[config.mk]
export PLATFORM = sky130hd
export DESIGN_NAME = sdp_mem_ctrl
export DESIGN_NICKNAME = d
export VERILOG_FILES = /design/src/rtl/sdp_mem_ctrl.sv
export SDC_FILE = /design/constraint.sdc
export NUM_CORES = 1
export LEC_CHECK = 0
export ABC_AREA = 1
export BUFFER_PORTS_ARGS = -buffer_cell sky130_fd_sc_hd__buf_2
export CORE_MARGIN = 2
export CORE_UTILIZATION = 40
export DETAILED_ROUTE_END_ITERATION = 8
export MAX_ROUTING_LAYER = met4
export PLACE_DENSITY_LB_ADDON = 0.1
export SKIP_LAST_GASP = 1
export SYNTH_ARGS = -nofsm -noshare
export SYNTH_HDL_FRONTEND = slang
export SYNTH_SLANG_ARGS = --single-unit
[constraint.sdc]
create_clock -name clk_i -period 2.87 [get_ports clk_i]
set_clock_uncertainty 0.15 [all_clocks]
set_input_delay 0.287 -clock clk_i [delete_from_list [all_inputs] [get_ports clk_i]]
set_output_delay 0.287 -clock clk_i [all_outputs]
set_load 0.01 [all_outputs]
[src/rtl/sdp_mem_ctrl.sv]
// Request/response front end for a simple dual-port RAM with 1-cycle read latency and a 2-entry response FIFO.
// Define SDP_MEM_CTRL_CLEAR_EN to zero the whole memory after reset before accepting traffic.
module sdp_mem_ctrl #(
  parameter int unsigned DW = 32,
  parameter int unsigned AW = 10
) (
  input  logic            clk_i,
  input  logic            rst_i,
  input  logic            req_valid_i,
  output logic            req_ready_o,
  input  logic            req_we_i,
  input  logic [AW-1:0]   req_addr_i,
  input  logic [DW-1:0]   req_wdata_i,
  input  logic [DW/8-1:0] req_wsel_i,
  output logic            rsp_valid_o,
  input  logic            rsp_ready_i,
  output logic [DW-1:0]   rsp_rdata_o,
  output logic            mem_en_a_o,
  output logic [AW-1:0]   mem_addr_a_o,
  input  logic [DW-1:0]   mem_rdata_a_i,
  output logic            mem_en_b_o,
  output logic [AW-1:0]   mem_addr_b_o,
  output logic [DW-1:0]   mem_wdata_b_o,
  output logic [DW/8-1:0] mem_wsel_b_o,
  output logic            init_done_o
);

  logic          ready_st_c;
  logic          clr_act_c;
  logic [AW-1:0] clr_addr_c;

`ifdef SDP_MEM_CTRL_CLEAR_EN
  typedef enum logic {CLEAR, READY} state_e;

  state_e        state_q, state_d;
  logic [AW-1:0] clr_cnt_q, clr_cnt_d;

  always_ff @(posedge clk_i or posedge rst_i) begin
    if (rst_i) begin
      state_q   <= CLEAR;
      clr_cnt_q <= '0;
    end else begin
      state_q   <= state_d;
      clr_cnt_q <= clr_cnt_d;
    end
  end

  // Sweep one address per cycle; leave CLEAR after the top address is written.
  always_comb begin
    state_d   = state_q;
    clr_cnt_d = clr_cnt_q;
    clr_act_c = 1'b0;
    case (state_q)
      CLEAR: begin
        clr_act_c = !rst_i;
        clr_cnt_d = clr_cnt_q + AW'(1);
        if (clr_cnt_q == '1) state_d = READY;
      end
      READY: ;
    endcase
  end

  assign ready_st_c = (state_q == READY);
  assign clr_addr_c = clr_cnt_q;
`else
  assign ready_st_c = 1'b1;
  assign clr_act_c  = 1'b0;
  assign clr_addr_c = '0;
`endif

  logic          active_c;
  logic          rd_acc_c;
  logic          wr_acc_c;
  logic          push_c;
  logic          pop_c;
  logic [2:0]    occ_c;
  logic          credit_ok_c;

  logic          inflight_q, inflight_d;
  logic [1:0]    cnt_q, cnt_d;
  logic          wr_ptr_q, wr_ptr_d;
  logic          rd_ptr_q, rd_ptr_d;
  logic [DW-1:0] fifo_q [2];
  logic [DW-1:0] fifo_d [2];

  // Outputs are forced low while reset is asserted, even in the no-clear build.
  assign active_c    = ready_st_c && !rst_i;
  assign pop_c       = rsp_valid_o && rsp_ready_i;
  assign push_c      = inflight_q;
  assign occ_c       = 3'(cnt_q) + 3'(inflight_q) - 3'(pop_c);
  assign credit_ok_c = (occ_c < 3'd2);

  assign req_ready_o = active_c && (req_we_i || credit_ok_c);
  assign rd_acc_c    = req_valid_i && req_ready_o && !req_we_i;
  assign wr_acc_c    = req_valid_i && req_ready_o && req_we_i;

  assign mem_en_a_o    = rd_acc_c;
  assign mem_addr_a_o  = rd_acc_c ? req_addr_i : '0;
  assign mem_en_b_o    = wr_acc_c || clr_act_c;
  assign mem_addr_b_o  = clr_act_c ? clr_addr_c : (wr_acc_c ? req_addr_i : '0);
  assign mem_wdata_b_o = wr_acc_c ? req_wdata_i : '0;
  assign mem_wsel_b_o  = clr_act_c ? '1 : (wr_acc_c ? req_wsel_i : '0);

  assign rsp_valid_o = (cnt_q != 2'd0);
  assign rsp_rdata_o = fifo_q[rd_ptr_q];
  assign init_done_o = active_c;

  // Read data lands the cycle after the RAM enable and goes straight into the FIFO.
  always_comb begin
    inflight_d = rd_acc_c;
    wr_ptr_d   = wr_ptr_q;
    rd_ptr_d   = rd_ptr_q;
    fifo_d     = fifo_q;
    if (push_c) begin
      fifo_d[wr_ptr_q] = mem_rdata_a_i;
      wr_ptr_d         = ~wr_ptr_q;
    end
    if (pop_c) rd_ptr_d = ~rd_ptr_q;
    cnt_d = cnt_q + 2'(push_c) - 2'(pop_c);
  end

  always_ff @(posedge clk_i or posedge rst_i) begin
    if (rst_i) begin
      inflight_q <= 1'b0;
      cnt_q      <= 2'd0;
      wr_ptr_q   <= 1'b0;
      rd_ptr_q   <= 1'b0;
      fifo_q[0]  <= '0;
      fifo_q[1]  <= '0;
    end else begin
      inflight_q <= inflight_d;
      cnt_q      <= cnt_d;
      wr_ptr_q   <= wr_ptr_d;
      rd_ptr_q   <= rd_ptr_d;
      fifo_q[0]  <= fifo_d[0];
      fifo_q[1]  <= fifo_d[1];
    end
  end

endmodule

[Word-level counts from Yosys, hierarchy flattened]
Cells that the tools add are included.
Operators by class
  add/sub/neg operators: 4
  order comparisons: 4
  multiplexer cells: 10
  bitwise logic cells: 4
  reduce and logical (&&, ||, !) cells: 10
Operators by type and width (number)
  $mux W32: 5
  $bwmux W64: 1
  $demux W32 S1: 1
  $mux W10: 2
  $logic_and A1 B1 Y1: 6
  $ge A2 B2 Y1 const B: 2
  $mux W4: 1
  $not A1 Y2: 2
  $add A2 B1 Y3: 1
  $lt A3 B2 Y1 const B: 1
  $sub A3 B1 Y3: 1
  $add A2 B1 Y2: 1
  $logic_not A1 Y1: 2
  $lt A2 B1 Y1 const B: 1
  $not A1 Y1: 2
  $reduce_bool A2 Y1: 1
  $sub A2 B1 Y2: 1
  $logic_or A1 B1 Y1: 1
Storage, ports and cells
  bits in registers: 69
  output and inout bits: 93
  logic and storage cells: 38

[Longest topological paths before layout]
Gate-level depths: netlist of run 1.
  depth in word-level cells: 9
  gate-level depth with buffers: 15
  depth with buffers taken out: 14

[Worst setup path before layout of run 1]
Ideal clock, no wire load.
  kind: input to output
  from: input rst_i
  to: output mem_wdata_b_o[25]
  data arrival time: 2623 ps
  data required time: 2433 ps
  setup slack: -190 ps
  cell stages on the path: 5
  path buffers: 2
  cell sequence: inv_1 > nand3_1 > buf_2 > buf_2 > nor2_1
Between the ends
  longest elaborated chain between the ends: 5
Ends and longest elaborated chain
  start, declared: RTL line 8  | input logic rst_i,
  $logic_not A1 Y1 (no line)
  $logic_and A1 B1 Y1: RTL line 93  | assign req_ready_o = active_c && (req_we_i || credit_ok_c);
  $logic_and A1 B1 Y1 (2 in series): RTL line 95  | assign wr_acc_c = req_valid_i && req_ready_o && req_we_i;
  $mux W32: RTL line 101  | assign mem_wdata_b_o = wr_acc_c ? req_wdata_i : '0;
  end, declared: RTL line 23  | output logic [DW-1:0] mem_wdata_b_o,
Every way passes these cells.

[Worst setup path in the final report of run 1]
  from: register cnt_q[1]
  to: output mem_addr_a_o[2]
Between the ends
  longest elaborated chain between the ends: 9
Ends and longest elaborated chain
  start, declared: RTL line 80  | logic [1:0] cnt_q, cnt_d;
  start signal, assigned: RTL line 132  | cnt_q <= cnt_d;
  $reduce_bool A2 Y1: RTL line 104  | assign rsp_valid_o = (cnt_q != 2'd0);
  $logic_and A1 B1 Y1: RTL line 88  | assign pop_c = rsp_valid_o && rsp_ready_i;
  via pop_c: RTL line 75  | logic pop_c;
  $sub A3 B1 Y3: RTL line 90  | assign occ_c = 3'(cnt_q) + 3'(inflight_q) - 3'(pop_c);
  $lt A3 B2 Y1: RTL line 91  | assign credit_ok_c = (occ_c < 3'd2);
  $logic_or A1 B1 Y1: RTL line 93
  $logic_and A1 B1 Y1: RTL line 93
  $logic_and A1 B1 Y1 (2 in series): RTL line 94  | assign rd_acc_c = req_valid_i && req_ready_o && !req_we_i;
  $mux W10: RTL line 98  | assign mem_addr_a_o = rd_acc_c ? req_addr_i : '0;
  end, declared: RTL line 19  | output logic [AW-1:0] mem_addr_a_o,
The timed path passes the listed nets, and every way through them passes these cells.

==> summary.md, run 1 <==
| Metric | Value |
|---|---|
| Status | finished with violations |
| Failing checks | setup timing |
| Max-cap violations | 0 |
| Crit path DAT | approximately 2800 ps |
| Placed cells | roughly 750 |
| Worst setup SP type | flop |
| Power per cell area | slightly below 1000 nW/µm² |
| Area of the core | between 8000 and 9000 µm² |
| Count of final hold-check violations | 0 |
| Worst path cell trace | inv_2, nand2_2, nand2_2, inv_2, ha_4, inv_4, ha_4, inv_2, fa_2, nand2_2, nor2_2, nand4_1, buf_6, nor2_1, buf_2 |
| CTS clock-pin slew for the worst setup and hold paths | roughly 70 ps |
| Row cnt | 34 |
| Root Buffer | clkbuf_8 |
| Final Cycle Share | 112% |
| Finished Layout Cells | between 700 and 800 |
| Rel. slew slack | about 45% |
| Crit end category | output pin |
| Critical path required time | 2430 ps |
| CP Max Fanout | 6 |
| TritonCTS buffer count | 9 |
| DIE WIDTH | 98.2 µm |
| Initial DRC Count | between 150 and 200 |
| First-pass GRT wire length | roughly 16 mm |
| Tot Pwr | roughly 4.8 mW |
| Vias in the first global route | 3353 |
| Initial antenna violation count | 1 |
| DR pass1 iterations | 5 |
| Die Y | 98.2 µm |
| Min Hold Slack | around 43 ps |
| I/O Pins | ~180 |
| Final ANT Viol Nets | 0 |
| Placed inst area | roughly 4500 µm² |
| GRT Total Usage | a little over a fifth |
| Final setup margin | -348 ps |
| Area of the multi-input gates | roughly 1400 µm² |
| CTS tree | yes |
| Detailed placement HPWL | about 6.6 mm |
| Commonest non-fill, non-tap cell in the layout | buf_2 |
| Peak supply drop | between 500 and 600 µV |
| Library cells used by synthesis | 18 |
| Register area | between 1500 and 2000 µm² |
| Synth Net Count | ~570 |
| Area Overhead vs Synth | 41.5% |
| Final Instance Area | approximately 5000 µm² |
| Finish-stage setup viols | 13 |
| Post-Synthesis Cells | between 400 and 500 |
| Post-route DRC | 0 |
| Net count, final | 770 |
| Final design utilization | 57.9% |
| Avg Vias per Cell | between 4 and 5 |
| Slew Viols, Final | 0 |
| Worst min path class | input pin to flop |
| Max frequency | around 310 MHz |
| Register bit total from synthesis | 69 |
| Post-Route WL | 10.3 mm |
| Avg Cell Area, Syn | between 7 and 8 µm² |
| Fin crit period | roughly 3200 ps |
| Max Buffers Root-to-Sink | 2 |
| Starting Density | 40.9% |
| Ys Warns | 0 |
| Die area | roughly 9600 µm² |
| LEAKAGE | around 3.2 nW |
| Register area share after synthesis | 48.6% |
| Via Count | 3577 |
| WS Path Type | flop to output pin |
| Routed WL per cell | 12.9 µm |
| Fill cell count | about 830 |
| IO buf count | around 180 |
| Clk sinks | ~70 |
| Crit-path max cell delay | between 500 and 600 ps |
| Reg2Reg Setup Slack | -240 ps |
| Largest net degree at the start of global routing | between 60 and 70 |
| Clock latency on the worst-skew pair | about 340 ps |
| Post-Syn Area | approximately 3500 µm² |
| Gpl congestion | 0.704 |
| Most frequent cells in the layout | buf_2 (173), nand2_1 (162), inv_1 (82), dfrtp_1 (69), nor2_1 (54) |
| RSZ-0062 raised after global routing | true |
| Slowest CP cell | fa_2 |
| Number of H-tree levels | 3 |
| Share of cells above drive strength 1 | 39.7% |
| Worst slew pin tran | between 800 and 900 ps |
| Global route overflow | 0 |
==> state kept, by name, summed over array words and instances, names as in the netlist <==
name        flops
fifo_q         64
cnt_q           2
inflight_q      1
rd_ptr_q        1
wr_ptr_q        1
==> final timing paths <==
| check | start | end | depth (start not counted) |
|---|---|---|---|
| min in group asynchronous | rst_i | wr_ptr_q$_DFFE_PP0P_ | 3 |
| max in group asynchronous | rst_i | fifo_q[48]$_DFFE_PP0P_ | 4 |
| setup reg to reg | cnt_q[1]$_DFF_PP0_ | rd_ptr_q$_DFFE_PP0P_ | 22 |
| hold reg to reg | fifo_q[61]$_DFFE_PP0P_ | fifo_q[61]$_DFFE_PP0P_ | 2 |
| setup / recovery | cnt_q[1]$_DFF_PP0_ | mem_addr_a_o[2] | 15 |
| hold / removal | mem_rdata_a_i[0] | fifo_q[32]$_DFFE_PP0P_ | 3 |
==> cells by family after synthesis <==
logic type	share of synthesized area (%)
xor gates and xnor gates	0.247
buffers and inverters	13.9
adders and majority gates	1.27
DFF	48.6
and+or+nand+nor	24.3
AOI/OAI and AO/OA	11.7
==> critical path: cells and delay by family (launching register included) <==
| kind | cells | cell delay [ps] |
|---|---|---|
| adder cells (fa/ha/maj) | 3 | 920 |
| buffers and inverters | 6 | 570 |
| flip-flops | 1 | 390 |
| AND/OR/NAND/NOR | 6 | 570 |
==> cell type report <==
type                    instances  share of cell area [%]
clock inverters                 5                    1.05
clock buffers                  10                    2.54
repair buffers                217                    24.7
inverters                      90                    6.90
well taps                     108                    2.69
flip-flops and latches         69                    34.4
diodes                          1                  0.0498
multi-input cells             297                    27.7
==> cell usage after synthesis <==
cell type	count	area [µm²]
nand2_1	167	627
inv_1	89	334
dfrtp_1	69	1730
nor2_1	58	218
o21ai_0	32	160
o21ai_2	23	201
buf_2	10	50.1
clkbuf_1	10	37.5
o21ai_1	9	45.0
buf_6	6	67.6
ha_1	2	25.0
clkinv_1	1	3.75
fa_1	1	20.0
nand3_1	1	5.00
nand4_1	1	6.26
o21a_1	1	7.51
or2_1	1	6.26
xor2_1	1	8.76
==> what timing repair did <==
item / in CTS / in global routing
gates resized for setup: 21 / 7
hold buffers: 1 / 0
endpoints found under the setup margin: 12 / 13
setup buffers: 32 / 5
gates cloned: 1 / 0
hold endpoints to repair: 5 / 0
pin swaps: 2 / 2
==> stage by stage <==
step	setup TNS [ps]	setup slack, ps
finish	-3690	-348
global route	-4890	-436
CTS	-2810	-253
detailed placement	-220	-29.2
global placement	0	119
floorplan	0	102
==> report_power, final <==
part	internal [mW]	leakage (nW)	switching (mW)	total, mW
clock network	0.392	0.0919	0.350	0.742
registers	1.45	0.789	0.238	1.69
logic	1.09	2.27	1.32	2.41
total	2.93	3.15	1.91	4.84
==> per-layer routing <==
layer	global-route usage [%]	vias to the layer above	routed length, µm
met3	5.94	14	585
met2	31.8	111	4880
met4	5.90	0	153
met5	-	-	0
li1	-	1823	-
met1	30.0	1629	4650
Note: power is estimated with default switching activity, not from simulation.
==> inputs of run 2 (changes only) <==
REMOVE_ABC_BUFFERS = 1   (was unset)
TNS_END_PERCENT = 100   (was unset)
==> run 2 against run 1 <==
Against the previous run: the run still ends with setup timing left; clock power increased by 19%; worst setup slack improved by 150 ps; die area unchanged; sequential cell count unchanged; largest cell class unchanged.
==> summary.md, run 2 (same netlist as run 1, synthesis figures left out) <==
| Metric | Value |
|---|---|
| Status | finished with violations |
| Failing checks | setup timing |
| LEAKAGE | 3.16 nW (+0.24%) |
| Initial DRC Count | 113 (-36%) |
| Power per cell area | 971 nW/µm² (+0.84%) |
| Row cnt | 34 (unchanged) |
| TritonCTS buffer count | 9 (unchanged) |
| Post-place setup slack | 50.6 ps (+79.8 ps) |
| Final Cycle Share | 107% (-5.4 points) |
| Post-route DRC | 0 (unchanged) |
| Area of the multi-input gates | 1410 µm² (+1.1%) |
| Placed inst area | 4480 µm² (-0.20%) |
| Area of the core | 8680 µm² (unchanged) |
| Post-Route WL | 9.53 mm (-7.3%) |
| Max-cap violations | 0 (unchanged) |
| Final Instance Area | 5030 µm² (+0.17%) |
| Slew Viols, Final | 0 (unchanged) |
| Initial antenna violation count | 0 (-1) |
| Number of H-tree levels | 3 (unchanged) |
| Most flop-heavy register | fifo_q |
| Starting Density | 40.9% (unchanged) |
| Gpl congestion | 0.783 (+11%) |
| Peak supply drop | 407 µV (-31%) |
| Fin crit period | 3060 ps (-154 ps) |
| Crit-path max cell delay | 520 ps (-40 ps) |
| Area Overhead vs Synth | 41.8% |
| CTS tree | yes |
| Die area | 9640 µm² (unchanged) |
| GRT Total Usage | 20.9% (-0.85 points) |
| Avg Vias per Cell | 4.48 (-0.17%) |
| Clock latency on the worst-skew pair | 340 ps (about the same) |
| Root Buffer | clkbuf_8 |
| First-pass GRT wire length | 15.7 mm (-3.9%) |
| Biggest regs | fifo_q x64, cnt_q x2 |
| Worst path cell trace | inv_2, nand2_2, nand2_2, inv_2, ha_4, inv_4, ha_4, inv_2, fa_1, nand2_2, nor2_4, nand4_1, buf_4, nor2_1, buf_2 |
| Register area | 1730 µm² (unchanged) |
| Share of cells above drive strength 1 | 39.7% (about the same) |
| Vias in the first global route | 3420 (+2.0%) |
| Global route overflow | 0 (unchanged) |
| Buf+Inv Stages, Crit Path | 6 (unchanged) |
| Worst setup SP type | flop |
| CP Max Fanout | 5 (-1) |
| DIE WIDTH | 98.2 µm (unchanged) |
| Most frequent cells in the layout | buf_2 (172), nand2_1 (162), inv_1 (83), dfrtp_1 (69), nor2_1 (51) |
| IO buf count | 175 (unchanged) |
| Final ANT Viol Nets | 0 (unchanged) |
| DR pass1 iterations | 4 (-1) |
| Final setup margin | -195 ps (+154 ps) |
| Commonest non-fill, non-tap cell in the layout | buf_2 |
| Largest net degree at the start of global routing | 70 (+7.7%) |
| Fill cell count | 817 (-2.0%) |
| Clk sinks | 69 (unchanged) |
| Via Count | 3553 (-0.67%) |
| Worst slew pin tran | 874 ps (+53.3 ps) |
| WS Path Type | flop to output pin |
| Placed cells | 747 (+0.13%) |
| Hold buffer count at CTS | 0 (-1) |
| Post-route setup TNS | -2010 ps (+1680 ps) |
| Finish-stage setup viols | 11 (-2) |
| Top delay family on crit path | adder cells |
| Finished Layout Cells | 793 (-0.50%) |
| Min Hold Slack | 42.7 ps (-0.328 ps) |
| Count of final hold-check violations | 0 (unchanged) |
| I/O Pins | 176 (unchanged) |
| Routed WL per cell | 12.0 µm (-6.8%) |
| ANT cells | 0 (-1) |
| Worst min path class | input pin to flop |
| RSZ-0062 raised after global routing | true |
| Crit end category | output pin |
| Critical path required time | 2430 ps (about the same) |
| Die Y | 98.2 µm (unchanged) |
| Max reg flops | 64 (unchanged) |
| Detailed placement HPWL | 6.34 mm (-3.9%) |
| Max frequency | 326 MHz (+5.0%) |
| Max Buffers Root-to-Sink | 2 (unchanged) |
| Crit path DAT | 2630 ps (-150 ps) |
| Rel. slew slack | 41.7% (-3.6 points) |
| Net count, final | 766 (-0.52%) |
| CTS clock-pin slew for the worst setup and hold paths | 70 ps (about the same) |
| Slowest CP cell | fa_1 |
## run 2: changes by cell type in the layout (fill, tap and decap cells not counted), sizes merged
cell / delta
bufinv: +1
inv: +1
dlygate4sd3: -1
buf: -3
clkinv: -1
diode: -1
clkinvlp: -2
clkbuf: +2
## run 2: per-layer routing
| layer | wire length (µm) | global-route usage, % | share of wire (%) | vias to the layer above |
|---|---|---|---|---|
| li1 | - | - | - | 1812 |
| met4 | 184 | 7.48 | 1.9 | 0 |
| met3 | 512 | 3.15 | 5.4 | 16 |
| met1 | 3970 | 25.0 | 42 | 1609 |
| met2 | 4860 | 35.9 | 51 | 116 |
| met5 | 0 | - | 0 | - |
## run 2: where the power goes
group | switching [mW] | internal [mW] | total (mW)
Combinational | 1.27 | 1.04 | 2.31
Clock | 0.349 | 0.534 | 0.883
Sequential | 0.238 | 1.45 | 1.69
## run 2: cell type report
class / count / area share, %
multi-input cells: 297 / 27.9
repair buffers: 213 / 23.8
clock inverters: 4 / 1.39
inverters: 90 / 6.76
well taps: 108 / 2.69
flip-flops and latches: 69 / 34.3
clock buffers: 12 / 3.08
## run 2: worst paths after layout
check / from / endpoint / slack, ps / cells after the start
max: cnt_q[1]$_DFF_PP0_ / mem_addr_a_o[9] / -190 / 15
min: mem_rdata_a_i[4] / fifo_q[36]$_DFFE_PP0P_ / 40 / 3
min reg2reg: fifo_q[60]$_DFFE_PP0P_ / fifo_q[60]$_DFFE_PP0P_ / 330 / 2
min in group asynchronous: rst_i / wr_ptr_q$_DFFE_PP0P_ / 160 / 3
max in group asynchronous: rst_i / fifo_q[11]$_DFFE_PP0P_ / 1820 / 3
max reg2reg: cnt_q[1]$_DFF_PP0_ / rd_ptr_q$_DFFE_PP0P_ / 90 / 19
## run 2: through the flow
step / power [mW] / util [%]
floorplan: 2.91 / -
global placement: 3.62 / 51.6
detailed placement: 3.66 / 51.6
CTS: 4.84 / 57.4
global route: 5.32 / 58.0
finish: 4.89 / 58.0
## run 2: what timing repair did
action,4_1_cts,5_1_grt
buffers inserted,31,4
endpoints found under the setup margin,12,13
gates cloned,1,0
pin swaps,9,9
gates resized for setup,15,15
## run 2: worst register-to-register path: cells and delay by family, from the launching register on
family / cells / cell delay, ps
xor gates and xnor gates: 1 / 130
DFF: 1 / 380
and+or+nand+nor: 2 / 130
buffers and inverters: 16 / 1850
